### config.mk
export PLATFORM = sky130hd
export DESIGN_NAME = mc_datapath
export DESIGN_NICKNAME = d
export VERILOG_FILES = /design/src/rtl/mc_datapath.sv
export SDC_FILE = /design/constraint.sdc
export NUM_CORES = 2
export LEC_CHECK = 0
export ABC_CLOCK_PERIOD_IN_PS = 15400
export BUFFER_PORTS_ARGS = -buffer_cell sky130_fd_sc_hd__clkbuf_2
export CAP_MARGIN = 20
export CORE_MARGIN = 2
export CORE_UTILIZATION = 40
export DETAILED_ROUTE_END_ITERATION = 7
export PLACE_DENSITY = 0.57
export SLEW_MARGIN = 20
export SYNTH_ARGS = -nofsm -noshare
export SYNTH_HDL_FRONTEND = slang
export SYNTH_SLANG_ARGS = --single-unit
### constraint.sdc
create_clock -name clk -period 15.4 [get_ports clk]
set_clock_uncertainty 0.05 [all_clocks]
set_input_delay 3.08 -clock clk [delete_from_list [all_inputs] [get_ports clk]]
set_output_delay 3.08 -clock clk [all_outputs]
set_load 0.02 [all_outputs]
### src/rtl/mc_datapath.sv
// Multi-cycle MIPS datapath: FETCH/EXEC/MEM/WB sequencer with
// req/ack instruction and data memory ports.
module mc_datapath #(
    parameter logic [31:0] RESET_VEC = 32'h0000_0000,
    parameter int          LED_W     = 8,
    parameter logic [4:0]  LED_REG   = 5'd2
) (
    input  logic             clk,
    input  logic             reset,
    output logic             imem_req,
    output logic [31:0]      imem_addr,
    input  logic             imem_ack,
    input  logic [31:0]      imem_rdata,
    output logic             dmem_req,
    output logic             dmem_we,
    output logic [31:0]      dmem_addr,
    output logic [31:0]      dmem_wdata,
    input  logic             dmem_ack,
    input  logic [31:0]      dmem_rdata,
    output logic [5:0]       op_c,
    output logic [5:0]       funct,
    output logic             zero,
    input  logic             argB_c,
    input  logic             we_c,
    input  logic             ext_c,
    input  logic             sh_d_c,
    input  logic             wd_c,
    input  logic             mem_rd_c,
    input  logic             mem_wr_c,
    input  logic [1:0]       dest_reg_c,
    input  logic [1:0]       result_c,
    input  logic [2:0]       pc_next_c,
    input  logic [3:0]       alu_c,
    output logic [1:0]       state,
    output logic             instr_done,
    output logic [LED_W-1:0] leds
);

    typedef enum logic [1:0] {
        S_FETCH = 2'd0,
        S_EXEC  = 2'd1,
        S_MEM   = 2'd2,
        S_WB    = 2'd3
    } state_t;

    state_t      state_q, state_d;
    logic [31:0] pc, ir, aluout, shout, rt_q, mdr;
    logic [29:0] a_hi;
    logic        zero_q;
    logic [31:0] regs [32];

    logic [4:0]  rs, rt, rd, shamt;
    logic [31:0] a, b, rtv, ext_imm, alu, sh;
    logic [31:0] pc4, br_tgt, j_tgt, pc_nxt, wdat;
    logic [4:0]  dst;

    assign rs      = ir[25:21];
    assign rt      = ir[20:16];
    assign rd      = ir[15:11];
    assign shamt   = ir[10:6];
    assign a       = regs[rs];
    assign rtv     = regs[rt];
    assign ext_imm = ext_c ? {{16{ir[15]}}, ir[15:0]} : {16'h0, ir[15:0]};
    assign b       = argB_c ? ext_imm : rtv;
    assign sh      = sh_d_c ? (rtv >> shamt) : (rtv << shamt);

    // ALU encoding: 0 add, 1 sub, 2 and, 3 or, 4 xor, 5 nor, 6 slt, 7 sltu, 8 lui
    always_comb begin
        alu = '0;
        case (alu_c)
            4'd0:    alu = a + b;
            4'd1:    alu = a - b;
            4'd2:    alu = a & b;
            4'd3:    alu = a | b;
            4'd4:    alu = a ^ b;
            4'd5:    alu = ~(a | b);
            4'd6:    alu = {31'h0, $signed(a) < $signed(b)};
            4'd7:    alu = {31'h0, a < b};
            4'd8:    alu = {b[15:0], 16'h0};
            default: alu = '0;
        endcase
    end

    assign pc4    = pc + 32'd4;
    assign br_tgt = pc4 + {{14{ir[15]}}, ir[15:0], 2'b00};
    assign j_tgt  = {pc[31:28], ir[25:0], 2'b00};

    always_comb begin
        pc_nxt = pc4;
        case (pc_next_c)
            3'd1:    pc_nxt = br_tgt;
            3'd2:    pc_nxt = j_tgt;
            3'd3:    pc_nxt = {a_hi, 2'b00};
            default: pc_nxt = pc4;
        endcase
    end

    always_comb begin
        dst  = 5'd0;
        wdat = aluout;
        case (dest_reg_c)
            2'd0:    dst = rd;
            2'd1:    dst = rt;
            2'd2:    dst = 5'd31;
            default: dst = 5'd0;
        endcase
        case (result_c)
            2'd1:    wdat = mdr;
            2'd2:    wdat = shout;
            default: wdat = aluout;
        endcase
        if (wd_c) wdat = pc4;
    end

    always_comb begin
        state_d = state_q;
        case (state_q)
            S_FETCH: if (imem_ack) state_d = S_EXEC;
            S_EXEC:  state_d = (mem_rd_c | mem_wr_c) ? S_MEM : S_WB;
            S_MEM:   if (dmem_ack) state_d = S_WB;
            S_WB:    state_d = S_FETCH;
            default: state_d = S_FETCH;
        endcase
    end

    always_ff @(posedge clk or negedge reset) begin
        if (!reset) state_q <= S_FETCH;
        else        state_q <= state_d;
    end

    always_ff @(posedge clk or negedge reset) begin
        if (!reset) begin
            pc     <= RESET_VEC;
            ir     <= '0;
            aluout <= '0;
            shout  <= '0;
            rt_q   <= '0;
            mdr    <= '0;
            a_hi   <= '0;
            zero_q <= 1'b0;
        end else begin
            unique case (state_q)
                S_FETCH: if (imem_ack) ir <= imem_rdata;
                S_EXEC: begin
                    a_hi   <= a[31:2];
                    aluout <= alu;
                    shout  <= sh;
                    rt_q   <= rtv;
                    zero_q <= (alu == '0);
                end
                S_MEM:   if (dmem_ack && !mem_wr_c) mdr <= dmem_rdata;
                S_WB:    pc <= pc_nxt;
            endcase
        end
    end

    always_ff @(posedge clk or negedge reset) begin
        if (!reset) begin
            for (int i = 0; i < 32; i++) regs[i] <= '0;
        end else if (state_q == S_WB && we_c && dst != 5'd0) begin
            regs[dst] <= wdat;
        end
    end

    // Requests are gated by reset so they fall the moment reset asserts
    assign imem_req   = reset && (state_q == S_FETCH);
    assign dmem_req   = reset && (state_q == S_MEM);
    assign dmem_we    = dmem_req && mem_wr_c;
    assign imem_addr  = pc;
    assign dmem_addr  = aluout;
    assign dmem_wdata = rt_q;
    assign op_c       = ir[31:26];
    assign funct      = ir[5:0];
    assign zero       = (state_q == S_EXEC) ? (alu == '0) : zero_q;
    assign state      = state_q;
    assign instr_done = (state_q == S_WB);
    assign leds       = regs[LED_REG][LED_W-1:0];

endmodule

==> summary.md <==
| Metric | Value |
|---|---|
| Hold buffer count at cts | 0 |
| Fin cells | 9,490 |
| Gp weighted congestion | 0.9863 |
| R2R Path Start | ir[17] |
| Fin Setup TNS | 0 ps |
| Nets | 7,224 |
| Row count | 157 |
| Slew Limit Headroom | 14.10% |
| Worst vdd ir | 0.1390 mV |
| Reg-to-reg slack, setup | 6800 ps |
| DRC | 0 |
| Hold Crit Depth | 0 |
| Met1 GRT Util | 41.37% |
| Post-Synth Simple-Gate Area | 11.32% |
| CP Class | primary input to primary output |
| Nature of the critical path endpoint | primary output |
| DIE WIDTH | 432.2 microns |
| Die area | 186,800 sq um |
| Clock Sinks | 1,247 |
| Post-synth cell types | 108 |
| Run status | finished, final reports clean |
| Layout cells sized above 1 | 19.82% |
| GR Util met2 | 47.19% |
| MaxCap Viol Count | 0 |
| Final core occ | 44.47% |
| DRT iter0 DRCs | 6,007 |
| TritonRoute pass-1 iters | 5 |
| Top post-synthesis cells by area | dfrtp_1, mux4_2, o21ai_0 |
| Clock Latency Late Sink | 820 ps |
| Total CTS buffers | 143 |
| Met3 Use GR | 6.116% |
| Number of synthesized register bits | 1,247 |
| Internal | 0.009540 W |
| CTS max path bufs | 3 |
| Clock power frac | 20.2% |
| Routed len/inst | 30.47 microns |
| Power per cell area | 217.1 nW/um^2 |
| Number of synthesized flops with an enable pin | 0 |
| Final hold vios | 0 |
| First-pass GRT wire length | 416,200 microns |
| Antenna violations before repair | 3 |
| Yosys warnings | 0 |
| Routed Wire Length | 289,100 microns |
| Final setup viols | 0 |
| Biggest area consumer among synthesized cells | dfrtp_1 |
| Synthesized area per cell | 10.28 sq um |
| Critical Path AT | 9710 ps |
| Adder-cell share of the synthesized area | 2.504% |
| Top cell type's share of synthesized area | 42.54% |
| Cell count after synthesis | 7,136 |
| H-tree depth | 4 |
| Commonest cells post-synth | dfrtp_1, nand2_1, o21ai_0 |
| Vias in the first global route | 56,800 |
| Post-route ant nets | 0 |
| Ys flop type | dfrtp_1 |
| Post-CTS Setup Repair Bufs | 0 |
| Netlist area before placement | 73,350 sq um |
| Via count | 59,030 |
| Crit path max fanout | 14 |
| Synth Area in Compound Gates | 15.50% |
| Ys async rst share | 100.0% |
| Largest family of logic cells by synthesized area | multiplexers |
| Pin count of the biggest net entering global routing | 115 |
| Register area share after synthesis | 42.54% |
| Via-per-instance ratio | 6.220 |
| Starting Density | 40.15% |
| Remaining Overflow, GRT | 0 |
| Resized cells post-CTS | 0 |
| Most common cell in the netlist | dfrtp_1 |
| CTS tree | yes |
| DP HPWL | 186,500 microns |
| Final hold slack | 343.6 ps |
| CTS clk-pin slew, worst paths | 60 ps |
| Hold Crit Start | regs[1022] |
| Actual slew at the worst max-slew pin | 1253 ps |
| Area Growth Syn to Fin | 10.76% |
| Max Freq | 0.07788 GHz |
| Hold EP | regs[1022] |
| Min cycle time layout | 12,840 ps |
| Dpl cells | 9,232 |
| Multiplexer share of the synthesized area | 22.39% |
| I/O pins | 209 |
| Input/output buffers | 206 |
| Logic gate share of total power | 50.3% |
| Die Height | 432.2 microns |
| CP Data Required Time | 12,270 ps |
| Period utilization | 83.37% |
| Switching Power | 0.008097 W |
| RR Endpoint | zero_q |
| Seq pwr share | 29.5% |
| Core ar. | 182,700 sq um |
| GRT Overall Usage | 30.81% |
| Final slew viol count | 0 |
| Grt peak-use layer | met2 |
| Sw Share | 45.91% |
| Root Buffer | clkbuf_16 |
| RSZ-0062 raised after global routing | no |
| Leakage | 35.03 nW |
| Hold Crit Class | register to register |
| CP Launch Type | primary input |
| Register-to-Register Path Depth | 18 |
| Xor/xnor share of the synthesized area | 0.7881% |
-- area by class of cell --
type                            instances  area (sq um)
Clock buffer                          201          4100
Inverter                              152         570.5
Antenna cell                            5         12.51
Timing Repair Buffer                  392          2544
Fill cell                           17160        101400
Tap cell                             2385          2984
Sequential cell                      1247         31240
Clock inverter                         51         725.7
Multi-Input combinational cell       5057         39070
-- worst max path at each step --
stage,cells past startpoint,endpoint,slack [ps],start
floorplan,17,zero,5080,argB_c
global placement,18,zero,2810,argB_c
detailed placement,18,zero,2730,argB_c
CTS,18,zero,2730,argB_c
global route,18,zero,2590,argB_c
finish,18,zero,2560,argB_c
-- worst max-delay path, stage by stage --
cell and delay, ps:
clkbuf_2 140, inv_1 660, mux2i_1 580, inv_1 240, fa_1 470, nand2b_1 200
a2111oi_0 860, o221ai_1 570, o21a_1 380, o2111ai_1 410, a21boi_0 220, a22o_1 220
mux2i_1 190, nand3b_1 100, nor4_1 420, nand4_1 230, o41ai_2 460, clkbuf_2 270
-- power by group through the flow --
stage	combinational [W]	sequential (W)	clock (W)
after floorplan	0.00594	0.00479	0
after global placement	0.00868	0.00518	0
after detailed placement	0.00871	0.00523	0
after CTS	0.00874	0.00518	0.00362
after global routing	0.00944	0.00529	0.00374
final	0.00887	0.00520	0.00357
-- per-layer routing --
metal	share of wire, %	vias to the layer above
met5	0	-
met3	8.1	606
met4	6.0	0
li1	-	25610
met1	41	30060
met2	45	2748
-- cells in the final DEF, fill, tap and decap left out, types with 29 or more instances in the layout --
| cell | Yosys | final |
|---|---|---|
| dfrtp_1 | 1247 | 1234 |
| nand2_1 | 1216 | 1185 |
| o21ai_0 | 1093 | 1093 |
| mux4_2 | 560 | 560 |
| nor2_1 | 462 | 460 |
| a21oi_1 | 355 | 326 |
| clkbuf_2 | 0 | 204 |
| mux2i_1 | 207 | 196 |
| buf_4 | 41 | 178 |
| inv_1 | 149 | 148 |
| clkbuf_16 | 0 | 146 |
| ha_1 | 142 | 139 |
| a22oi_1 | 92 | 92 |
| mux2_2 | 83 | 83 |
| nand3_1 | 55 | 55 |
| nor3_1 | 52 | 51 |
| a31oi_1 | 43 | 43 |
| xnor2_1 | 42 | 41 |
| nor2b_1 | 36 | 34 |
| o22ai_1 | 34 | 34 |
| a221oi_1 | 33 | 33 |
| nand2b_1 | 31 | 31 |
| clkbuf_1 | 501 | 31 |
| o221ai_1 | 30 | 30 |
| o21a_1 | 29 | 29 |
-- state kept, by name, summed over array words and instances, names as in the netlist --
signal	cells
a_hi	30
dmem_wdata	32
leds	8
shout	32
imem_addr	30
zero_q	1
ir	32
state	2
mdr	32
regs	1016
dmem_addr	32
-- metrics by stage --
stage / setup WS [ps] / cell area [sq um] / power [W]
floorplan: 5081 / 73350 / 0.01073
global placement: 2811 / 76370 / 0.01386
detailed placement: 2734 / 76370 / 0.01394
CTS: 2726 / 81200 / 0.01753
global route: 2595 / 81240 / 0.01847
finish: 2561 / 81250 / 0.01764
-- cells by family (layout without fill, tap and decap cells) --
family | Yosys count | count (layout)
other | 1 | 7
flip-flops | 1247 | 1247
AND/OR/NAND/NOR | 2000 | 2000
buffers and inverters | 833 | 796
multiplexers | 884 | 884
adder cells (fa/ha/maj) | 145 | 145
AO/OA/AOI/OAI | 1960 | 1960
XOR/XNOR | 66 | 66
(Power assumes the default switching activity.)
